## src/rtl/rv32i_pkg.sv

```systemverilog
// rtl/rv32i_pkg.sv - shared RV32I fetch types and constants
// Purpose: widths, the canonical NOP, the fetch-state enum and the fetch
// buffer entry struct. HALT is only reached when HALT_ON_ZERO_EN is defined.
// Ports: none (package).
package rv32i_pkg;

  localparam int XLEN = 32;
  localparam int INST_W = 32;
  localparam logic [INST_W-1:0] NOP_INST = 32'h0000_0013;

  typedef enum logic [1:0] {
    FETCH = 2'd0,
    FAULT = 2'd1,
    HALT  = 2'd2
  } fetch_state_e;

  typedef struct packed {
    logic [XLEN-1:0]   pc;
    logic [INST_W-1:0] inst;
  } fetch_entry_t;

  // Instruction fetch addresses are always word aligned.
  function automatic logic [XLEN-1:0] word_align(input logic [XLEN-1:0] addr);
    return addr & ~32'h0000_0003;
  endfunction

endpackage

```

## src/rtl/instr_fetch_if.sv

```systemverilog
// rtl/instr_fetch_if.sv - fetch-to-decode valid/ready handshake bundle
// Purpose: carries the head of the fetch buffer to decode.
// Signals: if_valid (head holds an instruction), if_ready (decode accepts),
//          if_pc / if_inst (PC and word of the head entry).
// Modports: master = fetch side, slave = decode side.
interface instr_fetch_if;
  import rv32i_pkg::*;

  logic              if_valid;
  logic              if_ready;
  logic [XLEN-1:0]   if_pc;
  logic [INST_W-1:0] if_inst;

  modport master (output if_valid, output if_pc, output if_inst, input if_ready);
  modport slave  (input if_valid, input if_pc, input if_inst, output if_ready);

endinterface

```

## src/rtl/fetch_buf.sv

```systemverilog
// rtl/fetch_buf.sv - 2-entry fetch FIFO with flush and same-cycle push/pop
// Purpose: holds fetched {pc, inst} entries until decode takes them.
// Ports:
//   clk, rst_n   clock, asynchronous active-low reset
//   flush        drop all entries and reset pointers (wins over push)
//   push         write push_entry at the write pointer
//   push_entry   entry to write
//   pop          retire the head entry
//   head_entry   entry at the read pointer (zero after reset)
//   count        number of valid entries (0..2)
module fetch_buf
  import rv32i_pkg::*;
(
  input  logic         clk,
  input  logic         rst_n,
  input  logic         flush,
  input  logic         push,
  input  fetch_entry_t push_entry,
  input  logic         pop,
  output fetch_entry_t head_entry,
  output logic [1:0]   count
);

  fetch_entry_t mem [2];
  logic         wr_ptr;
  logic         rd_ptr;
  logic [1:0]   count_q;

  // Storage is reset so the head reads as zero straight out of reset.
  always_ff @(posedge clk or negedge rst_n) begin
    if (!rst_n) begin
      mem[0]  <= '0;
      mem[1]  <= '0;
      wr_ptr  <= 1'b0;
      rd_ptr  <= 1'b0;
      count_q <= 2'd0;
    end else if (flush) begin
      wr_ptr  <= 1'b0;
      rd_ptr  <= 1'b0;
      count_q <= 2'd0;
    end else begin
      // When full with a pop, wr_ptr == rd_ptr: the slot being overwritten
      // is the one decode is consuming this cycle.
      if (push) begin
        mem[wr_ptr] <= push_entry;
        wr_ptr      <= ~wr_ptr;
      end
      if (pop) begin
        rd_ptr <= ~rd_ptr;
      end
      case ({push, pop})
        2'b10:   count_q <= count_q + 2'd1;
        2'b01:   count_q <= count_q - 2'd1;
        default: count_q <= count_q;
      endcase
    end
  end

  assign head_entry = mem[rd_ptr];
  assign count      = count_q;

endmodule

```

## src/rtl/instr_fetch.sv

```systemverilog
// rtl/instr_fetch.sv - PC generation and fetch buffer ahead of decode
// Purpose: drives the combinational ROM address, buffers {pc, inst} in a
// 2-entry FIFO and hands them to decode; handles redirects and stops on an
// out-of-range fetch. Optional macro HALT_ON_ZERO_EN: an all-zero word stops
// fetching in HALT and raises halted until the next redirect.
// Ports:
//   clk, rst_n       clock, asynchronous active-low reset
//   imem_addr        ROM byte address (the pc register)
//   imem_inst        ROM word at imem_addr, same cycle
//   redirect_valid   one-cycle taken branch/jump pulse
//   redirect_pc      redirect target, low two bits ignored
//   dec              decode handshake (if_valid/if_ready/if_pc/if_inst)
//   fetch_fault      sticky out-of-range fetch flag
//   halted           (HALT_ON_ZERO_EN only) state is HALT
module instr_fetch
  import rv32i_pkg::*;
#(
  parameter logic [XLEN-1:0] RESET_PC  = 32'h0000_0000,
  parameter int              MEM_BYTES = 1024,
  parameter int              DEPTH     = 2
) (
  input  logic               clk,
  input  logic               rst_n,
  output logic [XLEN-1:0]    imem_addr,
  input  logic [INST_W-1:0]  imem_inst,
  input  logic               redirect_valid,
  input  logic [XLEN-1:0]    redirect_pc,
  instr_fetch_if.master      dec,
`ifdef HALT_ON_ZERO_EN
  output logic               halted,
`endif
  output logic               fetch_fault
);

  localparam logic [XLEN-1:0] LAST_ADDR  = XLEN'(MEM_BYTES - 4);
  localparam logic [1:0]      FULL_COUNT = 2'(DEPTH);

  fetch_state_e    state_q, state_d;
  logic [XLEN-1:0] pc_q, pc_d;
  logic            fault_q, fault_d;

  logic            in_range;
  logic            pop;
  logic            room;
  logic            push;
  logic            flush;
  logic [1:0]      count;
  fetch_entry_t    push_entry;
  fetch_entry_t    head_entry;

  assign in_range = (pc_q <= LAST_ADDR);
  assign pop      = dec.if_valid & dec.if_ready;
  // A full buffer still has room when decode drains the head this cycle.
  assign room     = (count < FULL_COUNT) | pop;

  always_ff @(posedge clk or negedge rst_n) begin
    if (!rst_n) begin
      state_q <= FETCH;
      pc_q    <= RESET_PC;
      fault_q <= 1'b0;
    end else begin
      state_q <= state_d;
      pc_q    <= pc_d;
      fault_q <= fault_d;
    end
  end

  always_comb begin
    state_d = state_q;
    pc_d    = pc_q;
    fault_d = fault_q;
    push    = 1'b0;
    flush   = 1'b0;

    if (redirect_valid) begin
      // Any pop this cycle still completes; the flush only drops the rest.
      state_d = FETCH;
      pc_d    = word_align(redirect_pc);
      flush   = 1'b1;
    end else begin
      case (state_q)
        FETCH: begin
          if (!in_range) begin
            state_d = FAULT;
            fault_d = 1'b1;
          end else if (room) begin
`ifdef HALT_ON_ZERO_EN
            if (imem_inst == '0) begin
              state_d = HALT;
            end else begin
              push = 1'b1;
              pc_d = pc_q + 32'd4;
            end
`else
            push = 1'b1;
            pc_d = pc_q + 32'd4;
`endif
          end
        end
        default: begin
          // FAULT and HALT wait for a redirect.
        end
      endcase
    end
  end

  assign push_entry = '{pc: pc_q, inst: imem_inst};

  fetch_buf u_fetch_buf (
    .clk        (clk),
    .rst_n      (rst_n),
    .flush      (flush),
    .push       (push),
    .push_entry (push_entry),
    .pop        (pop),
    .head_entry (head_entry),
    .count      (count)
  );

  assign imem_addr   = pc_q;
  assign fetch_fault = fault_q;
  assign dec.if_valid = (count != 2'd0);
  assign dec.if_pc    = head_entry.pc;
  assign dec.if_inst  = head_entry.inst;

`ifdef HALT_ON_ZERO_EN
  assign halted = (state_q == HALT);
`endif

endmodule
```

## src/flat_wrapper.sv

```systemverilog
// flat-port wrapper written by rule: the top's interface ports become plain ports
module instr_fetch_flat import rv32i_pkg::*;
#(
  parameter logic [XLEN-1:0] RESET_PC  = 32'h0000_0000,
  parameter int              MEM_BYTES = 1024,
  parameter int              DEPTH     = 2
)
  (clk, rst_n, imem_addr, imem_inst, redirect_valid, redirect_pc, fetch_fault, dec_if_valid, dec_if_pc, dec_if_inst, dec_if_ready);
  instr_fetch_if dec_i ();
  input  logic clk;
  input  logic rst_n;
  output logic [XLEN-1:0] imem_addr;
  input  logic [INST_W-1:0] imem_inst;
  input  logic redirect_valid;
  input  logic [XLEN-1:0] redirect_pc;
  output logic fetch_fault;
  output wire logic [$bits(dec_i.if_valid)-1:0] dec_if_valid;
  output wire logic [$bits(dec_i.if_pc)-1:0] dec_if_pc;
  output wire logic [$bits(dec_i.if_inst)-1:0] dec_if_inst;
  input wire logic [$bits(dec_i.if_ready)-1:0] dec_if_ready;
  assign dec_if_valid = dec_i.if_valid;
  assign dec_if_pc = dec_i.if_pc;
  assign dec_if_inst = dec_i.if_inst;
  assign dec_i.if_ready = dec_if_ready;
  instr_fetch #(.RESET_PC(RESET_PC), .MEM_BYTES(MEM_BYTES), .DEPTH(DEPTH)) u_core (.clk(clk), .rst_n(rst_n), .imem_addr(imem_addr), .imem_inst(imem_inst), .redirect_valid(redirect_valid), .redirect_pc(redirect_pc), .dec(dec_i), .fetch_fault(fetch_fault));
endmodule
```

## config.mk

```make
export PLATFORM = sky130hd
export DESIGN_NAME = instr_fetch_flat
export DESIGN_NICKNAME = d
export VERILOG_FILES = /design/src/rtl/rv32i_pkg.sv /design/src/rtl/instr_fetch_if.sv /design/src/rtl/fetch_buf.sv /design/src/rtl/instr_fetch.sv /design/src/flat_wrapper.sv
export SDC_FILE = /design/constraint.sdc
export NUM_CORES = 1
export LEC_CHECK = 0
export CAP_MARGIN = 40
export CORE_UTILIZATION = 50
export CTS_CLUSTER_SIZE = 10
export DETAILED_ROUTE_END_ITERATION = 12
export PLACE_DENSITY = 0.8
export SYNTH_ARGS = -nofsm -noshare
export SYNTH_HDL_FRONTEND = slang
export SYNTH_SLANG_ARGS = --single-unit
```

## constraint.sdc

```tcl
create_clock -name clk -period 2.7 [get_ports clk]
set_input_delay 0.54 -clock clk [delete_from_list [all_inputs] [get_ports clk]]
set_output_delay 0.54 -clock clk [all_outputs]
set_load 0.01 [all_outputs]
```

======== After elaboration in Yosys (flattened, before gate mapping) ========
Cells that the tools add are included.
storage, ports and cells
  logic and storage cells ................. 67
  bits of input ports ..................... 68
  output and inout port bits .............. 98
  register bits after elaboration ......... 167
cells by class
  add/subtract/negate cells ............... 3
  multiplexer cells ....................... 24
  bitwise logic cells ..................... 9
  reduce and logical (&&, ||, !) cells .... 13
  equal/unequal tests ..................... 3
  $lt $le $gt $ge ......................... 5
operators by type and width
  cell                                                               count
  2-to-1 mux 64 bit                                                  4
  bitwise mux 128 bit                                                1
  2-to-1 mux 32 bit                                                  4
  demux 64 bit (select 1 bit)                                        1
  adder 32 x 3 -> 32 bit (second input constant)                     1
  less-or-equal comparator 32 x 10 -> 1 bit (second input constant)  1
  nonzero test 2 bit                                                 6
  2-to-1 mux 1 bit                                                   9
  2-to-1 mux 2 bit                                                   4
  AND reduction 3 bit                                                2
  inverter 1 bit                                                     5
  >= comparator 2 bit (second input constant)                        2
  inverter 1 -> 2 bit                                                2
  one-hot mux 2 bit (2 select lines)                                 1
  AND reduction 2 bit                                                2
  nonzero test 3 bit                                                 1
  adder 2 x 1 -> 2 bit (second input constant)                       1
  == test 2 x 1 -> 1 bit (second input constant)                     1
  == test 2 bit (second input constant)                              1
  zero test 2 bit                                                    1
  less-than comparator 2 x 1 -> 1 bit (second input constant)        1
  less-than comparator 2 bit (second input constant)                 1
  != test 2 bit (second input constant)                              1
  subtractor 2 x 1 -> 2 bit (second input constant)                  1
  3 further kinds                                                    3

======== Longest topological paths before layout ========
Gate-level depths: netlist of run 1.
  depth in word-level cells ............... 10
  depth in mapped cells ................... 10
  gate-level depth less buffers ........... 9

======== Cells and area by module ========
From an unflattened synthesis of run 1, not the netlist that was laid out.
unflattened totals
  cells, all modules ...................... 489
  area, all modules ....................... 7572.3 um^2
modules (own cells, without submodules)
  module       cells an instance  area each (um^2)  times used  seq. area each (um^2)
  fetch_buf    360                6035.8            1           3303.2
  instr_fetch  129                1536.5            1           800.8

======== Least setup slack after synthesis of run 1 ========
No wires, ideal clock.
  path type ............................... reg-to-reg
  start point ............................. reg u_core.pc_q[2] (netlist: u_core.imem_addr[2])
  end point ............................... reg u_core.u_fetch_buf.count_q[1] (netlist: u_core.u_fetch_buf.count[1])
  arrival ................................. 2.284 ns
  setup slack ............................. 0.338 ns
  clock period less this slack ............ 2.362 ns
  path buffers ............................ 1
  stages on the path, launching flop included .. 10
  setup time .............................. 0.078 ns
  data required time ...................... 2.622 ns
  cells stage by stage .................... dfrtp_1 ha_1 and4_1 nand4_1 and4_1 buf_2 nand2_1 ha_1 or3_1 a21oi_1
between the ends
  cells in the longest elaborated chain, start to end .. 7
  elaborated cells on any way between the ends .. 9
  classes of those cells .................. order compare (1); eq/ne (2); mux (5); reduce/logical (1)
RTL lines
  item                                                            RTL line           text
  start, declared                                                 instr_fetch.sv:39  logic [XLEN-1:0] pc_q, pc_d;
  start signal, assigned                                          instr_fetch.sv:63  pc_q <= pc_d;
  less-or-equal comparator 32 x 10 -> 1 bit *                     instr_fetch.sv:51  assign in_range = (pc_q <= LAST_ADDR);
  2-to-1 mux 1 bit *                                              instr_fetch.sv:83  if (!in_range) begin
  2-to-1 mux 1 bit *                                              instr_fetch.sv:81  case (state_q)
  2-to-1 mux 1 bit *                                              instr_fetch.sv:75  if (redirect_valid) begin
  == test 2 x 1 -> 1 bit / == test 2 bit (equally long branches)  fetch_buf.sv:51    case ({push, pop})
  one-hot mux 2 bit (2 select lines)                              fetch_buf.sv:51
  2-to-1 mux 2 bit                                                fetch_buf.sv:37    end else if (flush) begin
  end signal, assigned                                            fetch_buf.sv:52    2'b10: count_q <= count_q + 2'd1;
  end signal, assigned                                            fetch_buf.sv:53    2'b01: count_q <= count_q - 2'd1;
  end signal, assigned                                            fetch_buf.sv:54    default: count_q <= count_q;
  end, declared                                                   fetch_buf.sv:27    logic [1:0] count_q;
Every way passes the cells marked *; elsewhere a longest branch is shown, timed or not.
A chain may end at the register's enable or synchronous reset.

======== Worst setup path after layout of run 1 ========
  start point ............................. reg u_core.u_fetch_buf.rd_ptr
  end point ............................... out dec_if_inst[12]
between the ends
  cells in the longest elaborated chain, start to end .. 4
RTL lines
  item                                                  RTL line            text
  start, declared                                       fetch_buf.sv:26     logic rd_ptr;
  start signal, assigned                                fetch_buf.sv:49     rd_ptr <= ~rd_ptr;
  inverter 1 -> 2 bit (not written as such)             fetch_buf.sv:59     assign head_entry = mem[rd_ptr];
  2-to-1 mux 64 bit (not written as such) (3 in a row)  fetch_buf.sv:59
  end, declared                                         flat_wrapper.sv:19  output wire logic [$bits(dec_i.if_inst)-1:0] dec_if_inst;
No other way between the ends. The select of a mux whose other input is x is not followed.

==> reports/qor.yml, run 1 <==
global_route:
  antenna_found_initial: 0
  grt_pass1_wl_mm: 24.2
  overflow: 0
  first_global_vias: 4787
  globalRouteTotalUtil_pct: 21.7
  grt_max_degree: 63
cells_and_area:
  n_antenna_cell: 0
  fin_util_pct: 70.5
  final_nets: 726
  final_area_sq_um: 9520
  syn_to_final_growth_pct: 35.3
  drive_above_1_share_pct: 32.9
synth:
  netlist.area_leader.share_pct: 56.9
  synth_enable_flop_cells: 0
  yosysTopAreaCell: "dfrtp_1"
  avgSynthCellArea_sq_um: 14.5
  ys_ff_latch: 160
  yosysWarnings: 0
  async_flop_share_pct: 100
  netlist_area_sq_um: 7040
  yosysSeqAreaShare_pct: 56.9
  ys.flop_type: "dfrtp_1"
  synth_cells: 486
  synth_area_leaders: "dfrtp_1 (57%), mux2_2 (19%), mux2_4 (8.1%)"
  ys_types: 40
setup_path:
  path_class: "reg -> out"
  worst_setup_path_start_kind: "register"
  r2r_end: "u_core.u_fetch_buf.count[1]"
  path_max_fanout: 28
  required_ns: 2.16
  end_kind: "output pin"
  rrSetupSlack_ns: 0.29
  crit_arrival_ns: 2.00
  reg2reg_from: "u_core.imem_addr[29]"
  reg2reg_depth: 7
placement:
  hpwl_mm: 9.78
  place_area_sq_um: 8840
  io_buffer_count: 159
  place.gp.congestion: 0.804
clock_tree:
  clk_pin_slew_ns: 0.06
  hold_buffers: 0
  numCtsBuffers: 17
  ctsResizeCount: 0
  clk-insertion-delay-late_ns: 0.43
  cts_tree: "yes"
  htreeDepth: 4
  ctsRootBufferMaster: "clkbuf_16"
  cts_sinks: 160
  clk_path_buf_depth: 2
detailed_routing:
  vias: 4430
  ant_nets: 0
  drt-wirelength-per-cell_um: 17.5
  drtIter0Drc: 208
  drt-pass1-iter-count: 4
  vias_per_cell: 5.25
  wl_mm: 14.8
  route.detailed.drc: 0
sta:
  period_minus_slack_ns: 2.54
  finClkSkew_ns: 0.00823
  rsz0062_at_grt: "no"
  finalSetupViolCount: 0
  finalCritPeriodShare_pct: 94.1
  hold_viol_final: 0
  relSlewSlack_pct: 61.9
  drv_slew: 0
  tightest_slew_ns: 0.571
  fmax_ghz: 0.394
die:
  rows: 42
  pin_count: 166
  core_area_sq_um: 13500
  initial_utilization_pct: 52.1
  die_w_um: 121
  dieArea_sq_um: 14600
  die_height_um: 121
power_and_ir_drop:
  vdd_ir_drop_max_mv: 0.452
  p_per_area_nw_per_um2: 578
  leakage_nw: 4.54
min_path:
  hold_path.class: "in -> async"
job:
  maxCapViolCount: 0
run_status:
  status: "complete, no violations"
-- metrics by stage --
step	hold slack, ns	setup WS (ns)	cells	power, mW	TNS, ns
6_report	0.106	0.160	844	5.51	0
5_1_grt	0.138	0.0949	844	5.69	0
4_1_cts	0.113	0.0287	840	5.56	0
3_5_place_dp	0.456	-0.0236	808	2.92	-0.0236
3_3_place_gp	0.448	0.0215	808	2.90	0
2_1_floorplan	0.244	0.338	489	2.64	0
-- final cells by class --
| class | instances | area (sq um) |
|---|---|---|
| Tap cell | 176 | 220 |
| Fill cell | 917 | 3980 |
| Inverter | 4 | 15.0 |
| Timing Repair Buffer | 178 | 1800 |
| Clock inverter | 10 | 181 |
| Multi-Input combinational cell | 294 | 2830 |
| Clock buffer | 22 | 474 |
| Sequential cell | 160 | 4010 |
-- layout by cell type (no fill, tap or decap), types with 2 or more instances in the layout --
master,count
nor3_1,2
nand2_1,8
mux2_2,121
mux2_1,4
and3_1,2
or3_1,4
dfrtp_1,159
bufinv_16,5
clkbuf_1,2
o21ai_0,7
buf_12,5
clkdlybuf4s50_1,158
and4_1,3
a31oi_1,4
nand3_1,4
clkbuf_16,17
or2_2,2
buf_4,14
xnor2_1,6
nor4_2,3
nand4_1,3
clkinv_2,3
nor4_1,2
clkbuf_8,3
a21oi_1,5
o31ai_1,2
mux2_4,38
and2_1,46
nor2_1,11
conb_1,4
ha_1,3
inv_1,4
-- state kept, by name (all words and copies together) (netlist names) --
name                       count
u_core.fetch_fault             1
u_core.imem_addr              30
u_core.state_q                 1
u_core.u_fetch_buf.count       2
u_core.u_fetch_buf.mem       124
u_core.u_fetch_buf.rd_ptr      1
u_core.u_fetch_buf.wr_ptr      1
-- routing by layer --
layer  vias to the layer above  track usage [%]  routed length (um)
met5                         -                0                   0
met3                        20             7.59                1070
met2                       140             34.6                6990
met4                         0             7.95                 228
met1                      2245             27.3                6490
li1                       2025                -                   -
-- critical path: stages (launching register included) --
cell and delay (ns):
dfrtp_2 0.48, buf_12 0.23, mux2_2 0.35, clkdlybuf4s50_1 0.50
-- cell families (layout without fill, tap and decap cells) --
group           count (synthesis)  count (layout)  synth area share [%]
flops                         160             160                  56.9
buf+inv                        35             214                  3.13
simple gates                   98              98                  8.87
other cells                     1               4                0.0533
compound gates                 19              19                  1.55
mux                           163             163                  28.1
fa+ha+maj                       3               3                 0.533
xor+xnor                        7               7                 0.871
-- synthesized netlist by cell type, types with 2 or more instances --
master,number
nor4_2,3
nor4_1,2
and3_1,2
a31oi_1,4
clkbuf_1,11
buf_4,4
or3_1,5
o31ai_1,2
ha_1,3
mux2_2,121
buf_1,6
xnor2_1,6
nor2_1,11
mux2_1,4
buf_12,3
o21ai_0,7
nand2_1,8
buf_2,5
inv_1,4
nand3_1,4
a21oi_1,5
or2_2,2
and4_1,3
dfrtp_1,160
nand4_1,3
mux2_4,38
and2_1,46
nor3_1,2
-- how the worst max path moves through the flow --
stage | start | end | slack [ns]
2_1_floorplan | u_core.imem_addr[2] | u_core.u_fetch_buf.count[1] | 0.34
3_3_place_gp | dec_if_ready | u_core.u_fetch_buf.count[1] | 0.02
3_5_place_dp | dec_if_ready | u_core.u_fetch_buf.count[1] | -0.02
4_1_cts | u_core.u_fetch_buf.rd_ptr | dec_if_inst[0] | 0.03
5_1_grt | u_core.u_fetch_buf.rd_ptr | dec_if_pc[30] | 0.09
6_report | u_core.u_fetch_buf.rd_ptr | dec_if_inst[12] | 0.16
-- power breakdown --
group	switching [mW]	internal [mW]	total, mW
registers	0.0547	2.44	2.50
clock network	0.926	1.71	2.64
logic	0.157	0.214	0.372
-- what timing repair did --
item / CTS / global route
hold endpoints to repair: 0 / 0
buffers inserted: 0 / 4
setup endpoints to repair: 0 / 11
Power figures use the tool's default switching activity.
==> inputs of run 2 (changes only) <==
--- a/config.mk
+++ b/config.mk
@@ -5,7 +5,7 @@
 export SDC_FILE = /design/constraint.sdc
 export NUM_CORES = 1
 export LEC_CHECK = 0
-export CAP_MARGIN = 40
+export CAP_MARGIN = 20
 export CORE_UTILIZATION = 50
 export CTS_CLUSTER_SIZE = 10
 export DETAILED_ROUTE_END_ITERATION = 12
==> results of run 2 <==
Same layout as run 1: the final DEF is identical, and so are final timing and power.
==> inputs of run 3 (changes only) <==
==> constraint.sdc (replaced) <==
create_clock -name clk -period 2.9 [get_ports clk]
set_input_delay 0.58 -clock clk [delete_from_list [all_inputs] [get_ports clk]]
set_output_delay 0.58 -clock clk [all_outputs]
set_load 0.01 [all_outputs]
==> reports/qor.yml, run 3 (synthesized netlist as in run 1, its figures left out) <==
run_status:
  status: "complete, no violations"  # unchanged
detailed_routing:
  wl_mm: 14.7  # was 14.8 mm
  drt-pass1-iter-count: 5  # was 4
  vias_per_cell: 5.23  # was 5.25
  drt-wirelength-per-cell_um: 17.6  # was 17.5 um
  ant_nets: 0  # unchanged
  drtIter0Drc: 214  # was 208
  route.detailed.drc: 0  # unchanged
  vias: 4365  # was 4430
clock_tree:
  htreeDepth: 4  # unchanged
  clk_path_buf_depth: 2  # unchanged
  post_cts_buffers: 0  # unchanged
  numCtsBuffers: 17  # unchanged
  cts_sinks: 160  # unchanged
  clk_pin_slew_ns: 0.06  # about the same
  ctsRootBufferMaster: "clkbuf_16"  # unchanged
  ctsResizeCount: 0  # unchanged
  hold_buffers: 0  # unchanged
  cts_tree: "yes"  # unchanged
  clk-insertion-delay-late_ns: 0.42  # was 0.43 ns
cells_and_area:
  seqCellArea_sq_um: 4010  # unchanged
  final_nets: 716  # was 726
  syn_to_final_growth_pct: 33.2  # was 35.3%
  n_antenna_cell: 0  # unchanged
  largest_reg_flops: 124  # unchanged
  multi_input_area_sq_um: 2830  # unchanged
  final_common_cell: "dfrtp_1"  # unchanged
  fin_util_pct: 69.4  # was 70.5%
  nFillCells: 909  # was 917
  finalNonFillerCells: 834  # was 844
  final_cell_mix: "dfrtp_1 (159), clkdlybuf4s50_1 (158), mux2_2 (121), and2_1 (46), mux2_4 (38)"  # unchanged
  drive_above_1_share_pct: 31.8  # was 32.9%
  regMostFlops: "u_core.u_fetch_buf.mem"  # unchanged
setup_path:
  crit_buf_inv: 2  # unchanged
  reg2reg_depth: 8  # was 7
  path_max_fanout: 31  # was 28
  crit_chain: "buf_4 > mux2_2 > clkdlybuf4s50_1"  # was buf_12 > mux2_2 > clkdlybuf4s50_1
  slowest_stage: "clkdlybuf4s50_1"  # unchanged
  critPathTopFamily: "buffers and inverters"  # unchanged
  cp_slowest_stage_delay_ns: 0.51  # was 0.50 ns
  worst_setup_path_start_kind: "register"  # unchanged
  required_ns: 2.32  # was 2.16 ns
  crit_arrival_ns: 2.07  # was 2.00 ns
  path_class: "reg -> out"  # unchanged
  path_depth: 3  # unchanged
  end_kind: "output pin"  # unchanged
die:
  pin_count: 166  # unchanged
  die_height_um: 121  # unchanged
  core_area_sq_um: 13500  # unchanged
  die_w_um: 121  # unchanged
  rows: 42  # unchanged
  dieArea_sq_um: 14600  # unchanged
  initial_utilization_pct: 52.1  # unchanged
placement:
  hpwl_mm: 9.56  # was 9.78 mm
  dp_cells: 802  # was 808
  io_buffer_count: 159  # unchanged
  dp_worst_setup_slack_ns: 0.0897  # was -0.0236 ns
  place.gp.congestion: 0.780  # was 0.804
global_route:
  globalRouteTotalUtil_pct: 21.7  # about the same
  first_global_vias: 4779  # was 4787
  antenna_found_initial: 0  # unchanged
  grt_max_degree: 71  # was 63
  grt_pass1_wl_mm: 24.1  # was 24.2 mm
  overflow: 0  # unchanged
sta:
  finalCritPeriodShare_pct: 91.5
  setup_ws_ns: 0.245  # was 0.160 ns
  fmax_ghz: 0.377
  finalSetupViolCount: 0  # unchanged
  fin_tns_setup_ns: 0  # unchanged
  tightest_slew_ns: 0.640  # was 0.571 ns
  relSlewSlack_pct: 57.3  # was 61.9%
  period_minus_slack_ns: 2.65
  finClkSkew_ns: 0.00728  # was 0.00823 ns
  rsz0062_at_grt: "no"  # unchanged
  drv_slew: 0  # unchanged
  hold_viol_final: 0  # unchanged
power_and_ir_drop:
  total_power_mw: 4.95  # was 5.51 mW
  leakage_nw: 4.47  # was 4.54 nW
  p_per_area_nw_per_um2: 528  # was 578 nW/um^2
  vdd_ir_drop_max_mv: 0.482  # was 0.452 mV
min_path:
  hold_path.class: "in -> async"  # unchanged
job:
  maxCapViolCount: 0  # unchanged
==> run 3: cell type report <==
type / count / share of cell area (%)
clock buffer: 20 / 4.66
timing repair buffer: 168 / 18.1
sequential: 160 / 42.7
tap: 176 / 2.35
clock inverter: 12 / 1.78
multi-input combinational: 294 / 30.2
inverter: 4 / 0.160
==> run 3: metrics by stage <==
stage	instance area [sq um]	hold slack [ns]
detailed placement	8770	0.452
global route	9370	0.210
CTS	9370	0.182
floorplan	7050	0.284
finish	9370	0.161
global placement	8770	0.449
==> run 3: path summary, 6_finish.rpt <==
path | start | endpoint | slack [ns]
worst min-delay path | rst_n | u_core.u_fetch_buf.mem[93] | 0.16
worst min register to register | u_core.state_q[0] | u_core.fetch_fault | 0.46
worst max-delay path | u_core.u_fetch_buf.rd_ptr | dec_if_pc[9] | 0.25
min in group clk | u_core.state_q[0] | u_core.fetch_fault | 0.46
worst max register to register | u_core.imem_addr[3] | u_core.u_fetch_buf.count[1] | 0.34
max in group asynchronous | rst_n | u_core.imem_addr[14] | 1.80
==> run 3: where the power goes <==
part           leakage [nW]  switching, mW  internal (mW)
sequential             2.16         0.0533           2.27
clock                 0.297          0.849           1.43
combinational          2.01          0.142          0.196
total                  4.47           1.04           3.90
==> run 3: per-layer routing <==
| metal | global-route usage (%) | part of all wire [%] | vias up |
|---|---|---|---|
| met5 | 0 | 0 | - |
| met4 | 6.17 | 0.84 | 0 |
| met3 | 8.49 | 7.4 | 11 |
| met2 | 34.4 | 48 | 139 |
| met1 | 27.5 | 44 | 2201 |
| li1 | - | - | 2014 |
